File: src/rtl/sram_fifo_ctrl.sv
// FIFO controller for a 16x8 two-port SRAM: port 1 writes, port 2 reads, valid/ready on both sides.
// Define SRAM_FIFO_LEVEL_EN to expose the occupancy count on the optional `level` output.
module sram_fifo_ctrl #(
    parameter int DW    = 8,
    parameter int AW    = 4,
    parameter int DEPTH = 16
) (
    input  logic          clk,
    input  logic          reset_n,
    input  logic          wr_valid,
    output logic          wr_ready,
    input  logic [DW-1:0] wr_data,
    output logic          rd_valid,
    input  logic          rd_ready,
    output logic [DW-1:0] rd_data,
    output logic [AW-1:0] sram_a1,
    output logic [DW-1:0] sram_i1,
    output logic          sram_csb1,
    output logic          sram_web1,
    output logic          sram_oeb1,
    output logic [AW-1:0] sram_a2,
    output logic          sram_csb2,
    output logic          sram_oeb2,
    output logic          sram_web2,
`ifdef SRAM_FIFO_LEVEL_EN
    output logic [AW:0]   level,
`endif
    input  logic [DW-1:0] sram_o2
);

    typedef enum logic [1:0] {
        R_IDLE,
        R_CMD,
        R_HOLD
    } rdState_t;

    localparam logic [AW:0] L_DEPTH = (AW+1)'(DEPTH);

    rdState_t      r_state;
    rdState_t      w_stateNext;

    logic [AW-1:0] r_wptr;
    logic [AW-1:0] r_rptr;
    logic [AW-1:0] w_rptrNext;
    logic [AW:0]   r_occ;
    logic [AW:0]   w_occNext;
    logic [AW:0]   r_committed;
    logic [AW:0]   w_committedNext;

    logic          r_csb1;
    logic          r_web1;
    logic [AW-1:0] r_a1;
    logic [DW-1:0] r_i1;
    logic          r_csb2;
    logic          r_oeb2;
    logic [AW-1:0] r_a2;
    logic          w_csb2Next;
    logic          w_oeb2Next;
    logic [AW-1:0] w_a2Next;

    logic          w_wrFire;
    logic          w_rdFire;
    logic          w_commit;

    assign wr_ready  = (r_occ < L_DEPTH);
    assign rd_valid  = (r_state == R_HOLD);
    assign rd_data   = sram_o2;

    assign w_wrFire  = wr_valid & wr_ready;
    assign w_rdFire  = rd_valid & rd_ready;
    // The write command registered last edge is the one the SRAM performs on this edge.
    assign w_commit  = ~r_csb1 & ~r_web1;

    assign sram_a1   = r_a1;
    assign sram_i1   = r_i1;
    assign sram_csb1 = r_csb1;
    assign sram_web1 = r_web1;
    assign sram_oeb1 = 1'b1;
    assign sram_a2   = r_a2;
    assign sram_csb2 = r_csb2;
    assign sram_oeb2 = r_oeb2;
    assign sram_web2 = 1'b1;

`ifdef SRAM_FIFO_LEVEL_EN
    assign level = r_occ;
`endif

    always_comb begin
        w_occNext = r_occ;
        if (w_wrFire && !w_rdFire) begin
            w_occNext = r_occ + 1'b1;
        end else if (!w_wrFire && w_rdFire) begin
            w_occNext = r_occ - 1'b1;
        end
    end

    always_comb begin
        w_committedNext = r_committed;
        if (w_commit && !w_rdFire) begin
            w_committedNext = r_committed + 1'b1;
        end else if (!w_commit && w_rdFire) begin
            w_committedNext = r_committed - 1'b1;
        end
    end

    always_ff @(posedge clk) begin
        if (!reset_n) begin
            r_wptr      <= '0;
            r_occ       <= '0;
            r_committed <= '0;
            r_csb1      <= 1'b1;
            r_web1      <= 1'b1;
            r_a1        <= '0;
            r_i1        <= '0;
        end else begin
            r_csb1      <= ~w_wrFire;
            r_web1      <= ~w_wrFire;
            r_occ       <= w_occNext;
            r_committed <= w_committedNext;
            if (w_wrFire) begin
                r_a1   <= r_wptr;
                r_i1   <= wr_data;
                r_wptr <= r_wptr + 1'b1;
            end
        end
    end

    always_ff @(posedge clk) begin
        if (!reset_n) begin
            r_state <= R_IDLE;
            r_rptr  <= '0;
            r_csb2  <= 1'b1;
            r_oeb2  <= 1'b1;
            r_a2    <= '0;
        end else begin
            r_state <= w_stateNext;
            r_rptr  <= w_rptrNext;
            r_csb2  <= w_csb2Next;
            r_oeb2  <= w_oeb2Next;
            r_a2    <= w_a2Next;
        end
    end

    // A pop can chain straight into the next read when a word is still committed after it.
    always_comb begin
        w_stateNext = r_state;
        w_rptrNext  = r_rptr;
        w_csb2Next  = 1'b1;
        w_oeb2Next  = 1'b1;
        w_a2Next    = r_a2;
        case (r_state)
            R_IDLE: begin
                if (r_committed != '0) begin
                    w_csb2Next  = 1'b0;
                    w_oeb2Next  = 1'b0;
                    w_a2Next    = r_rptr;
                    w_stateNext = R_CMD;
                end
            end
            R_CMD: begin
                w_stateNext = R_HOLD;
            end
            R_HOLD: begin
                if (rd_ready) begin
                    w_rptrNext = r_rptr + 1'b1;
                    if (w_committedNext != '0) begin
                        w_csb2Next  = 1'b0;
                        w_oeb2Next  = 1'b0;
                        w_a2Next    = r_rptr + 1'b1;
                        w_stateNext = R_CMD;
                    end else begin
                        w_stateNext = R_IDLE;
                    end
                end
            end
            default: begin
                w_stateNext = R_IDLE;
            end
        endcase
    end

endmodule

File: config.mk
export PLATFORM = sky130hd
export DESIGN_NAME = sram_fifo_ctrl
export DESIGN_NICKNAME = d
export VERILOG_FILES = /design/src/rtl/sram_fifo_ctrl.sv
export SDC_FILE = /design/constraint.sdc
export NUM_CORES = 1
export LEC_CHECK = 0
export BUFFER_PORTS_ARGS = -buffer_cell sky130_fd_sc_hd__buf_4
export CAP_MARGIN = 20
export CELL_PAD_IN_SITES_DETAIL_PLACEMENT = 0
export CELL_PAD_IN_SITES_GLOBAL_PLACEMENT = 1
export CORE_UTILIZATION = 41
export CTS_BUF_LIST = sky130_fd_sc_hd__clkbuf_16
export DETAILED_ROUTE_END_ITERATION = 10
export GPL_TIMING_DRIVEN = 0
export MAX_ROUTING_LAYER = met4
export PLACE_DENSITY = 0.87
export REMOVE_ABC_BUFFERS = 1
export SYNTH_ARGS = -nofsm -noshare
export SYNTH_HDL_FRONTEND = slang
export SYNTH_SLANG_ARGS = --single-unit
File: constraint.sdc
create_clock -name clk -period 5.8 [get_ports clk]
set_clock_uncertainty 0.2 [all_clocks]
set_input_delay 0.29 -clock clk [delete_from_list [all_inputs] [get_ports clk]]
set_output_delay 0.29 -clock clk [all_outputs]
set_load 0.005 [all_outputs]
Word-level counts from Yosys, hierarchy flattened
Index checks and enable logic that the tools add are counted.
{"block": "op_classes", "n_addsub": 6, "n_bitwise": 4, "order_cmp": 1, "n_mux": 16, "eq_ne": 5, "n_reduce_logical": 14}
{"operator": "5-bit two-way mux", "count": 4}
{"operator": "4-bit two-way mux", "count": 3}
{"operator": "5-bit by 1-bit adder with 5-bit output, second input constant", "count": 2}
{"operator": "5-bit nonzero test", "count": 2}
{"operator": "5-bit by 1-bit subtractor with 5-bit output, second input constant", "count": 2}
{"operator": "4-bit by 1-bit adder with 4-bit output, second input constant", "count": 2}
{"operator": "4-bit case mux with 2 select lines", "count": 1}
{"operator": "2-bit case mux with 3 select lines", "count": 1}
{"operator": "5-bit less-than comparator, second input constant", "count": 1}
{"operator": "1-bit logical AND", "count": 4}
{"operator": "1-bit two-way mux", "count": 4}
{"operator": "2-bit two-way mux", "count": 2}
{"operator": "2-bit by 1-bit inequality test with 1-bit output, second input constant", "count": 2}
{"operator": "2-bit AND reduction", "count": 2}
{"operator": "4-bit AND reduction", "count": 1}
{"operator": "2-bit nonzero test", "count": 2}
{"operator": "1-bit bitwise AND", "count": 2}
{"operator": "2-bit by 1-bit equality test with 1-bit output, second input constant", "count": 1}
{"operator": "2-bit equality test, second input constant", "count": 1}
{"operator": "1-bit zero test", "count": 2}
{"operator": "2-bit zero test", "count": 1}
{"operator": "2-bit inequality test, second input constant", "count": 1}
{"operator": "1-bit inverter", "count": 2}
{"operator": "1-bit case mux with 2 select lines", "count": 1}
{"block": "word_totals", "elab_cells": 56, "regBits": 38, "output_inout_bits": 32, "input_bits": 20}

Longest topological paths before layout
Gate-level depths: netlist of run 1.
{"block": "depth", "word_depth": 9, "depth_mapped": 12, "ltp_nobuf": 11}

Least setup slack after synthesis of run 1
OpenSTA, ideal clock, no wires.
{"block": "synth_timing", "path_kind": "flip-flop to flip-flop", "start": "register r_occ[4]", "end": "register r_occ[4]", "period_less_slack_ns": 2.719, "n_path_buf": 1, "setup_ns": 0.076, "path_slack_ns": 3.081, "path_stages_with_launch": 13, "arrival_time_ns": 2.444, "required_time_ns": 5.524, "cell_sequence": "dfxtp_1 inv_1 nand2_1 clkinv_1 clkbuf_1 ha_1 inv_1 fa_1 a21o_1 a21oi_1 xnor2_1 or3_1 a21boi_0"}
{"block": "synth_via", "elab_chain_len": 5, "elab_cells_between_ends": 10, "classes_between": "add/sub: 2; order compare: 1; mux: 2; bitwise: 1; reduce/logical: 4"}
{"item": "from (decl)", "line_no": "45", "text": "logic [AW:0] r_occ;"}
{"item": "from (signal assigned)", "line_no": "118", "text": "r_occ <= w_occNext;"}
{"item": "5-bit less-than comparator *", "line_no": "65", "text": "assign wr_ready = (r_occ < L_DEPTH);"}
{"item": "named net wr_ready", "line_no": "11", "text": "output logic wr_ready,"}
{"item": "1-bit bitwise AND *", "line_no": "69", "text": "assign w_wrFire = wr_valid & wr_ready;"}
{"item": "named net w_wrFire", "line_no": "61", "text": "logic w_wrFire;"}
{"item": "1-bit zero test", "line_no": "92", "text": "end else if (!w_wrFire && w_rdFire) begin"}
{"item": "1-bit logical AND", "line_no": "92"}
{"item": "2-bit nonzero test (no line)"}
Mark *: on every way through the listed nets, which the timed path passes. The rest lies on a longest branch. The select of a mux whose other input is x is not followed.
A chain may end at the register's enable or synchronous reset.

Worst setup path in the final report of run 1
{"block": "layout_timing", "start": "register r_occ[4]", "end": "register r_occ[4]"}
{"block": "layout_via", "elab_chain_len": 5, "elab_cells_between_ends": 10, "classes_between": "add/sub: 2; order compare: 1; mux: 2; bitwise: 1; reduce/logical: 4"}
{"item": "5-bit less-than comparator", "line_no": "65"}
{"item": "1-bit bitwise AND", "line_no": "69"}
{"item": "1-bit zero test", "line_no": "92"}
{"item": "1-bit logical AND", "line_no": "92"}
{"item": "2-bit nonzero test (no line)"}
Parallel ways exist; a longest one is shown, timed or not. The select of a mux whose other input is x is not followed.

==> summary.txt, run 1 <==
WORST SETUP PATH
------------------------------------------------------------------------------------------------------
Critical path capture point                                                               r_occ[4]$_SDFFE_PN0P_
Stages on the worst setup path                                                                      11
CP Launch Type                                                                                    flop
Worst-path cell chain                                                                     inv_1, nand2_1, clkinv_1, ha_1, inv_1, ha_1, a21o_1, a21oi_1, xnor2_1, or3_1, a21boi_0
Timing startpoint of the critical path                                                    r_occ[4]$_SDFFE_PN0P_
Count of buffering cells on the critical path with inverters included                                3
Capturing element type of the critical path                                                       flop
CP required                                                                                    5800 ps
Reg2reg end                                                                               r_occ[4]$_SDFFE_PN0P_
Path depth of the worst reg2reg path                                                                11
Master of the slowest instance on the critical path                                       sky130_fd_sc_hd__clkinv_1
Path type of the worst setup path                                                         flop to flop
RR Startpoint                                                                             r_occ[4]$_SDFFE_PN0P_
Arrival time reported for the critical path endpoint                                           3410 ps
CP top delay family                                                                       buffers and inverters
Largest stage delay, worst path                                                                 590 ps
Top fanout value on the critical path                                                               18
Setup slack of the most critical reg-to-reg path                                               2390 ps

CLOCK NETWORK
------------------------------------------------------------------------------------------------------
Clock transition at the register clock pins on the worst setup and hold paths after CTS          50 ps
Post-CTS Setup Inserts                                                                               0
Clock tree from TritonCTS                                                                          yes
Maximum clock path buffer count                                                                      2
Root buffer cell                                                                          sky130_fd_sc_hd__clkbuf_16
Number of gates resized after CTS                                                                    0
Count of H-tree levels built during CTS                                                              2
Hold buffers post-CTS                                                                                0
Total clock buffers created by CTS                                                                   5
Clock latency of the later-clocked register in the worst-skew pair                              270 ps
Clock Sinks                                                                                         38

ROUTING
------------------------------------------------------------------------------------------------------
# DRC                                                                                                2
Initial detailed-routing violation count                                                            53
Via count normalized by instance count                                                            5.01
Detailed Routing Iterations Pass 1                                                                   8
Total via count after detailed routing                                                           1,472
Total routed wirelength                                                                        3510 um
Average detailed-routed wire length per instance                                               11.9 um
Antenna viol nets, final                                                                             0

PWR
------------------------------------------------------------------------------------------------------
Maximum resistive drop on vdd                                                                 0.195 mV
Power per cell area                                                                         421 mW/mm2
Static leakage power                                                                          0.954 nW
Total Power Consumption                                                                         960 uW

DIE
------------------------------------------------------------------------------------------------------
Initial core utilization                                                                         0.439
Overall die area                                                                           0.00507 mm2
Placeable core region                                                                      0.00447 mm2
Width of the die                                                                               71.2 um
Cell Rows                                                                                           24
Count of pins on the block boundary                                                                 52
Die span in y                                                                                  71.2 um

SYNTH
------------------------------------------------------------------------------------------------------
Number of enable-type register cells in the synthesized netlist                                      0
Main synth FF type                                                                        sky130_fd_sc_hd__dfxtp_1
Sequential share of the synthesized area                                                         0.387
Post-synthesis instance total                                                                      223
Fraction of registers with async set/reset                                                           0
Average footprint of a synthesized cell                                                       8.81 um2
Warnings, synthesis                                                                                  0
Number of flip-flops and latches in the synthesized netlist                                         38
Area of the mapped netlist                                                                 0.00196 mm2
Synth cell types                                                                                    44

CELLS AND AREA
------------------------------------------------------------------------------------------------------
Final Net Count                                                                                    270
Cell area after layout                                                                     0.00228 mm2
Inserted Diodes                                                                                      0
Fraction of final layout cells sized beyond drive strength 1                                     0.174
Commonest non-fill, non-tap cells in the layout                                           44 x sky130_fd_sc_hd__nand2_1, 38 x sky130_fd_sc_hd__dfxtp_1, 33 x sky130_fd_sc_hd__buf_4
Layout overhead on the synthesized area                                                          16.2%
Leading cell type in the layout, fill and taps excluded                                   sky130_fd_sc_hd__nand2_1
Filler Cells Inserted                                                                              436

STA
------------------------------------------------------------------------------------------------------
Minimum clock period after layout                                                              3410 ps
RSZ-0062 raised after global routing                                                             false
Transition time at the pin with the least slew margin                                           560 ps
Slew Limit Headroom                                                                              0.624
Final max-slew violation count                                                                       0
Final hold violation count                                                                           0
Total negative slack                                                                              0 ps
Max Clock Freq                                                                                 293 MHz
Final setup vio count                                                                                0
Part of the cycle the worst path needs                                                           0.588

GLOBAL ROUTING
------------------------------------------------------------------------------------------------------
Remaining global-route overflow                                                                      0
Antenna violations before repair                                                                     0
GRT Total Usage                                                                                  0.151
Via count of the first global-routing pass                                                       1,376
Largest net degree at the start of global routing                                                   38
First-pass GRT wire length                                                                     5930 um

PLACEMENT
------------------------------------------------------------------------------------------------------
# port buffers                                                                                      33
Placed cell area                                                                           0.00214 mm2
Post-DP HPWL                                                                                   2390 um
Final weighted congestion of routability-driven global placement                                 0.791

STATUS
------------------------------------------------------------------------------------------------------
Outcome                                                                                   finished, violations left
Violations in the final reports                                                           design-rule violations

HOLD PATH
------------------------------------------------------------------------------------------------------
Kind of path behind the tightest hold check                                               input pin to flop
Startpoint of the lowest-slack hold path                                                    wr_data[5]

RUN
------------------------------------------------------------------------------------------------------
Maxcap violations                                                                                    0

==> sequential cells by signal, indices dropped and copies added (netlist names), 2 cells and up <==
register     count
r_committed      5
r_occ            5
r_rptr           4
r_state          2
r_wptr           4
sram_a1          4
sram_a2          4
sram_i1          8
==> metal layers <==
| metal | vias up | GRT usage | wire length, um |
|---|---|---|---|
| met5 | - | - | 0 |
| met4 | 0 | 0.0467 | 23 |
| met3 | 4 | 0.0492 | 229 |
| met2 | 50 | 0.234 | 1500 |
| met1 | 647 | 0.188 | 1760 |
| li1 | 771 | - | - |
==> area by class of cell <==
cell class,instances,area (um2),share of cell area
Tap cell,52,65.1,0.0285
Timing Repair Buffer,33,248,0.109
Clock inverter,3,12.5,0.00548
Sequential cell,38,761,0.333
Multi-Input combinational cell,154,1040,0.454
Inverter,9,33.8,0.0148
Clock buffer,5,125,0.0548
==> cell families after synthesis <==
logic type | count (synthesis) | synth area share
AND/OR/NAND/NOR | 83 | 0.212
AO/OA/AOI/OAI | 38 | 0.150
flip-flops | 38 | 0.387
buffers and inverters | 32 | 0.0866
XOR/XNOR | 18 | 0.0803
adder cells (fa/ha/maj) | 9 | 0.0611
multiplexers | 4 | 0.0204
other | 1 | 0.00191
==> worst register-to-register path: cells and delay by family (launching register included) <==
kind,cells,cell delay (ps)
xor gates and xnor gates,1,90
adders and majority gates,2,730
buffers and inverters,3,810
AOI/OAI and AO/OA,3,490
DFF,1,330
and+or+nand+nor,2,670
==> through the flow <==
stage | cells | utilization | hold slack [ps] | setup slack (ps)
6_report | 294 | 0.510 | 71.6 | 2390
5_1_grt | 294 | 0.510 | 85.3 | 2100
4_1_cts | 294 | 0.510 | 68.1 | 2340
3_5_place_dp | 286 | 0.479 | 256 | 2360
3_3_place_gp | 286 | 0.479 | 250 | 2380
2_1_floorplan | 201 | - | 152 | 2960
==> where the power goes <==
group / switching [mW] / internal, mW
registers: 0.0476 / 0.314
logic: 0.166 / 0.180
clock network: 0.0967 / 0.155
==> worst min path at each step <==
stage / slack, ps / depth (start not counted) / end
after floorplan: 150 / 1 / sram_web1$_SDFF_PN1_
after global placement: 250 / 2 / sram_i1[5]$_SDFFE_PN0P_
after global routing: 90 / 3 / sram_i1[7]$_SDFFE_PN0P_
after detailed placement: 260 / 2 / sram_i1[1]$_SDFFE_PN0P_
after CTS: 70 / 3 / sram_i1[5]$_SDFFE_PN0P_
final: 70 / 3 / sram_i1[5]$_SDFFE_PN0P_
==> Yosys cell counts (2+ instances only) <==
library cell	n	area [um2]
sky130_fd_sc_hd__a21boi_0	15	113
sky130_fd_sc_hd__a21o_1	2	15.0
sky130_fd_sc_hd__a21oi_1	2	10.0
sky130_fd_sc_hd__a31oi_1	2	12.5
sky130_fd_sc_hd__and2_1	10	62.6
sky130_fd_sc_hd__and2b_1	2	15.0
sky130_fd_sc_hd__buf_4	13	97.6
sky130_fd_sc_hd__clkbuf_1	9	33.8
sky130_fd_sc_hd__dfxtp_1	38	761
sky130_fd_sc_hd__ha_1	8	100
sky130_fd_sc_hd__inv_1	8	30.0
sky130_fd_sc_hd__mux2i_1	4	40.0
sky130_fd_sc_hd__nand2_1	44	165
sky130_fd_sc_hd__nand4_1	4	25.0
sky130_fd_sc_hd__nor2_1	2	7.51
sky130_fd_sc_hd__nor2b_1	6	37.5
sky130_fd_sc_hd__nor3_1	3	15.0
sky130_fd_sc_hd__o21a_1	2	15.0
sky130_fd_sc_hd__o21ai_0	4	20.0
sky130_fd_sc_hd__o221a_1	4	45.0
sky130_fd_sc_hd__or3_1	2	12.5
sky130_fd_sc_hd__xnor2_1	14	123
sky130_fd_sc_hd__xor2_1	4	35.0
(Power assumes the default switching activity.)
==> run 2, diff against run 1 <==
Settings changed: CORE_UTILIZATION 41 to 35, PLACE_DENSITY 0.87 to 0.8.
Clock period 5.8 ns to 2.78 ns, I/O delays scaled along.
==> summary.txt, run 2 (synthesis gave the netlist of run 1 again) <==
WORST SETUP PATH
------------------------------------------------------------------------------------------------------
Path type of the worst setup path                                                         flop to flop
Reg2reg end                                                                               r_occ[4]$_SDFFE_PN0P_
Path depth of the worst reg2reg path                                                                10   -1
Capturing element type of the critical path                                                       flop
Setup slack of the most critical reg-to-reg path                                                190 ps   -2190 ps
CP required                                                                                    2790 ps   -3010 ps
CP Launch Type                                                                                    flop
Timing startpoint of the critical path                                                    r_state[1]$_SDFFE_PN0P_
RR Startpoint                                                                             r_state[1]$_SDFFE_PN0P_
Arrival time reported for the critical path endpoint                                           2590 ps   -820 ps
Top fanout value on the critical path                                                                7   -11

HOLD PATH
------------------------------------------------------------------------------------------------------
Kind of path behind the tightest hold check                                               input pin to flop
Startpoint of the lowest-slack hold path                                                       reset_n
Endpoint with the worst hold slack                                                        sram_web1$_SDFF_PN1_
Worst hold path depth                                                                                2   -1

CELLS AND AREA
------------------------------------------------------------------------------------------------------
Leading cell type in the layout, fill and taps excluded                                   sky130_fd_sc_hd__nand2_1
Fraction of final layout cells sized beyond drive strength 1                                     0.206   +0.0320
Final Net Count                                                                                    281   +4.1%
Max FFs per register                                                                                 8   unchanged
Inserted Diodes                                                                                      0   unchanged
Filler Cells Inserted                                                                              509   +17%
Layout overhead on the synthesized area                                                          26.6%
Commonest non-fill, non-tap cells in the layout                                           43 x sky130_fd_sc_hd__nand2_1, 37 x sky130_fd_sc_hd__dfxtp_1, 36 x sky130_fd_sc_hd__buf_4

STATUS
------------------------------------------------------------------------------------------------------
Outcome                                                                                   complete, no violations

STA
------------------------------------------------------------------------------------------------------
Final hold violation count                                                                           0   unchanged
RSZ-0062 raised after global routing                                                             false
Minimum clock period after layout                                                              2590 ps   -827 ps
Crit path setup slack, layout                                                                   194 ps   -2190 ps
Part of the cycle the worst path needs                                                           0.930   +0.342
Final max-slew violation count                                                                       0   unchanged
Max Clock Freq                                                                                 387 MHz   +32%
Final setup vio count                                                                                0   unchanged
Transition time at the pin with the least slew margin                                           563 ps   +3.22 ps
Slew Limit Headroom                                                                              0.622   -0.00216

DIE
------------------------------------------------------------------------------------------------------
Count of pins on the block boundary                                                                 52   unchanged
Overall die area                                                                           0.00592 mm2   +17%
Width of the die                                                                               76.9 um   +8.0%
Initial core utilization                                                                         0.373   -0.0663
Cell Rows                                                                                           26   +8.3%
Placeable core region                                                                      0.00527 mm2   +18%
Die span in y                                                                                  76.9 um   +8.0%

PLACEMENT
------------------------------------------------------------------------------------------------------
Post-DP HPWL                                                                                   2390 um   -0.15%
# port buffers                                                                                      33   unchanged
Post-placement worst setup slack                                                               -677 ps   -3040 ps
Final weighted congestion of routability-driven global placement                                 0.716   -9.5%

ROUTING
------------------------------------------------------------------------------------------------------
Via count normalized by instance count                                                            4.70   -6.2%
Average detailed-routed wire length per instance                                               11.3 um   -5.1%
Total routed wirelength                                                                        3660 um   +4.2%
Detailed Routing Iterations Pass 1                                                                   4   -4
Initial detailed-routing violation count                                                            44   -17%
Antenna viol nets, final                                                                             0   unchanged
# DRC                                                                                                0   -2
Total via count after detailed routing                                                           1,517   +3.1%

CLOCK NETWORK
------------------------------------------------------------------------------------------------------
Clock latency of the later-clocked register in the worst-skew pair                              280 ps   about the same
Root buffer cell                                                                          sky130_fd_sc_hd__clkbuf_16
Clock transition at the register clock pins on the worst setup and hold paths after CTS          60 ps   about the same
Maximum clock path buffer count                                                                      2   unchanged
Clock tree from TritonCTS                                                                          yes
Count of H-tree levels built during CTS                                                              2   unchanged
Clock Sinks                                                                                         38   unchanged
Total clock buffers created by CTS                                                                   5   unchanged

PWR
------------------------------------------------------------------------------------------------------
Maximum resistive drop on vdd                                                                 0.389 mV   +99%
Power per cell area                                                                         905 mW/mm2   +120%
Total Power Consumption                                                                        2.25 mW   +130%
Static leakage power                                                                           1.03 nW   +8.1%

GLOBAL ROUTING
------------------------------------------------------------------------------------------------------
Antenna violations before repair                                                                     0   unchanged
Remaining global-route overflow                                                                      0   unchanged
GRT Total Usage                                                                                  0.140   -0.0107
Largest net degree at the start of global routing                                                   38   unchanged
Via count of the first global-routing pass                                                       1,467   +6.6%
First-pass GRT wire length                                                                     6370 um   +7.3%

RUN
------------------------------------------------------------------------------------------------------
Maxcap violations                                                                                    0   unchanged

[run 2: changes by cell type in the layout (fill, tap and decap cells not counted), moves of 2 or more]
cell                            before  now
sky130_fd_sc_hd__dlygate4sd3_1       0    8
sky130_fd_sc_hd__buf_4              33   36
sky130_fd_sc_hd__bufinv_16           0    2
sky130_fd_sc_hd__clkinv_1            2    0
sky130_fd_sc_hd__inv_1               9    7
[run 2: per-layer routing]
metal,routed length [um],up-vias,track usage,share of wire
met5,0,-,-,0
met4,69,0,0.0750,0.019
met3,202,5,0.0464,0.055
met2,1680,41,0.228,0.46
met1,1700,682,0.152,0.47
li1,-,789,-,-
[run 2: per-stage QoR]
stage / util / cell area [um2] / hold slack [ps] / TNS (ps) / std cells
2_1_floorplan: - / 1830 / 0.941 / -58.1 / 201
3_3_place_gp: 0.411 / 2170 / 78.1 / -1530 / 304
3_5_place_dp: 0.411 / 2170 / 78.1 / -1560 / 304
4_1_cts: 0.467 / 2460 / 5.80 / 0 / 321
5_1_grt: 0.472 / 2490 / 29.4 / 0 / 323
6_report: 0.472 / 2490 / 4.92 / 0 / 323
[run 2: repair_timing]
item | 4_1_cts | 5_1_grt
setup buffers | 1 | 2
pin swaps | 0 | 1
gates resized for setup | 5 | 4
cloned | 0 | 0
setup endpoints to repair | 4 | 1
hold buffers | 8 | 0
endpoints found under the hold margin | 8 | 0
[run 2: how the worst max path moves through the flow]
stage | end | slack (ps) | depth (start not counted)
after floorplan | r_occ[4]$_SDFFE_PN0P_ | -60 | 11
after global placement | r_occ[4]$_SDFFE_PN0P_ | -660 | 11
after detailed placement | r_occ[4]$_SDFFE_PN0P_ | -680 | 11
after CTS | r_occ[4]$_SDFFE_PN0P_ | 90 | 10
after global routing | r_occ[4]$_SDFFE_PN0P_ | 20 | 10
final | r_occ[4]$_SDFFE_PN0P_ | 190 | 10
[run 2: cell type report]
| cell class | count | area, um2 | share of cell area |
|---|---|---|---|
| Sequential cell | 38 | 762 | 0.306 |
| Inverter | 9 | 46.3 | 0.0186 |
| Tap cell | 70 | 87.6 | 0.0352 |
| Clock buffer | 5 | 125 | 0.0503 |
| Clock inverter | 3 | 68.8 | 0.0277 |
| Timing Repair Buffer | 44 | 350 | 0.141 |
| Multi-Input combinational cell | 154 | 1050 | 0.421 |
[run 2: worst max-delay path, cell delays in order (launching register included)]
cell                       delay, ps
sky130_fd_sc_hd__dfxtp_1         360
sky130_fd_sc_hd__and3b_2         240
sky130_fd_sc_hd__inv_2            90
sky130_fd_sc_hd__ha_1            180
sky130_fd_sc_hd__inv_1           110
sky130_fd_sc_hd__fa_1            420
sky130_fd_sc_hd__a21o_1          190
sky130_fd_sc_hd__a21oi_1         170
sky130_fd_sc_hd__xnor2_1          90
sky130_fd_sc_hd__or3_1           300
sky130_fd_sc_hd__a21boi_0        170
[run 2: power breakdown]
| part | leakage [nW] | switching [mW] | internal, mW |
|---|---|---|---|
| logic | 0.627 | 0.349 | 0.399 |
| clock network | 0.0940 | 0.230 | 0.515 |
| registers | 0.311 | 0.0997 | 0.656 |
| total | 1.03 | 0.679 | 1.57 |
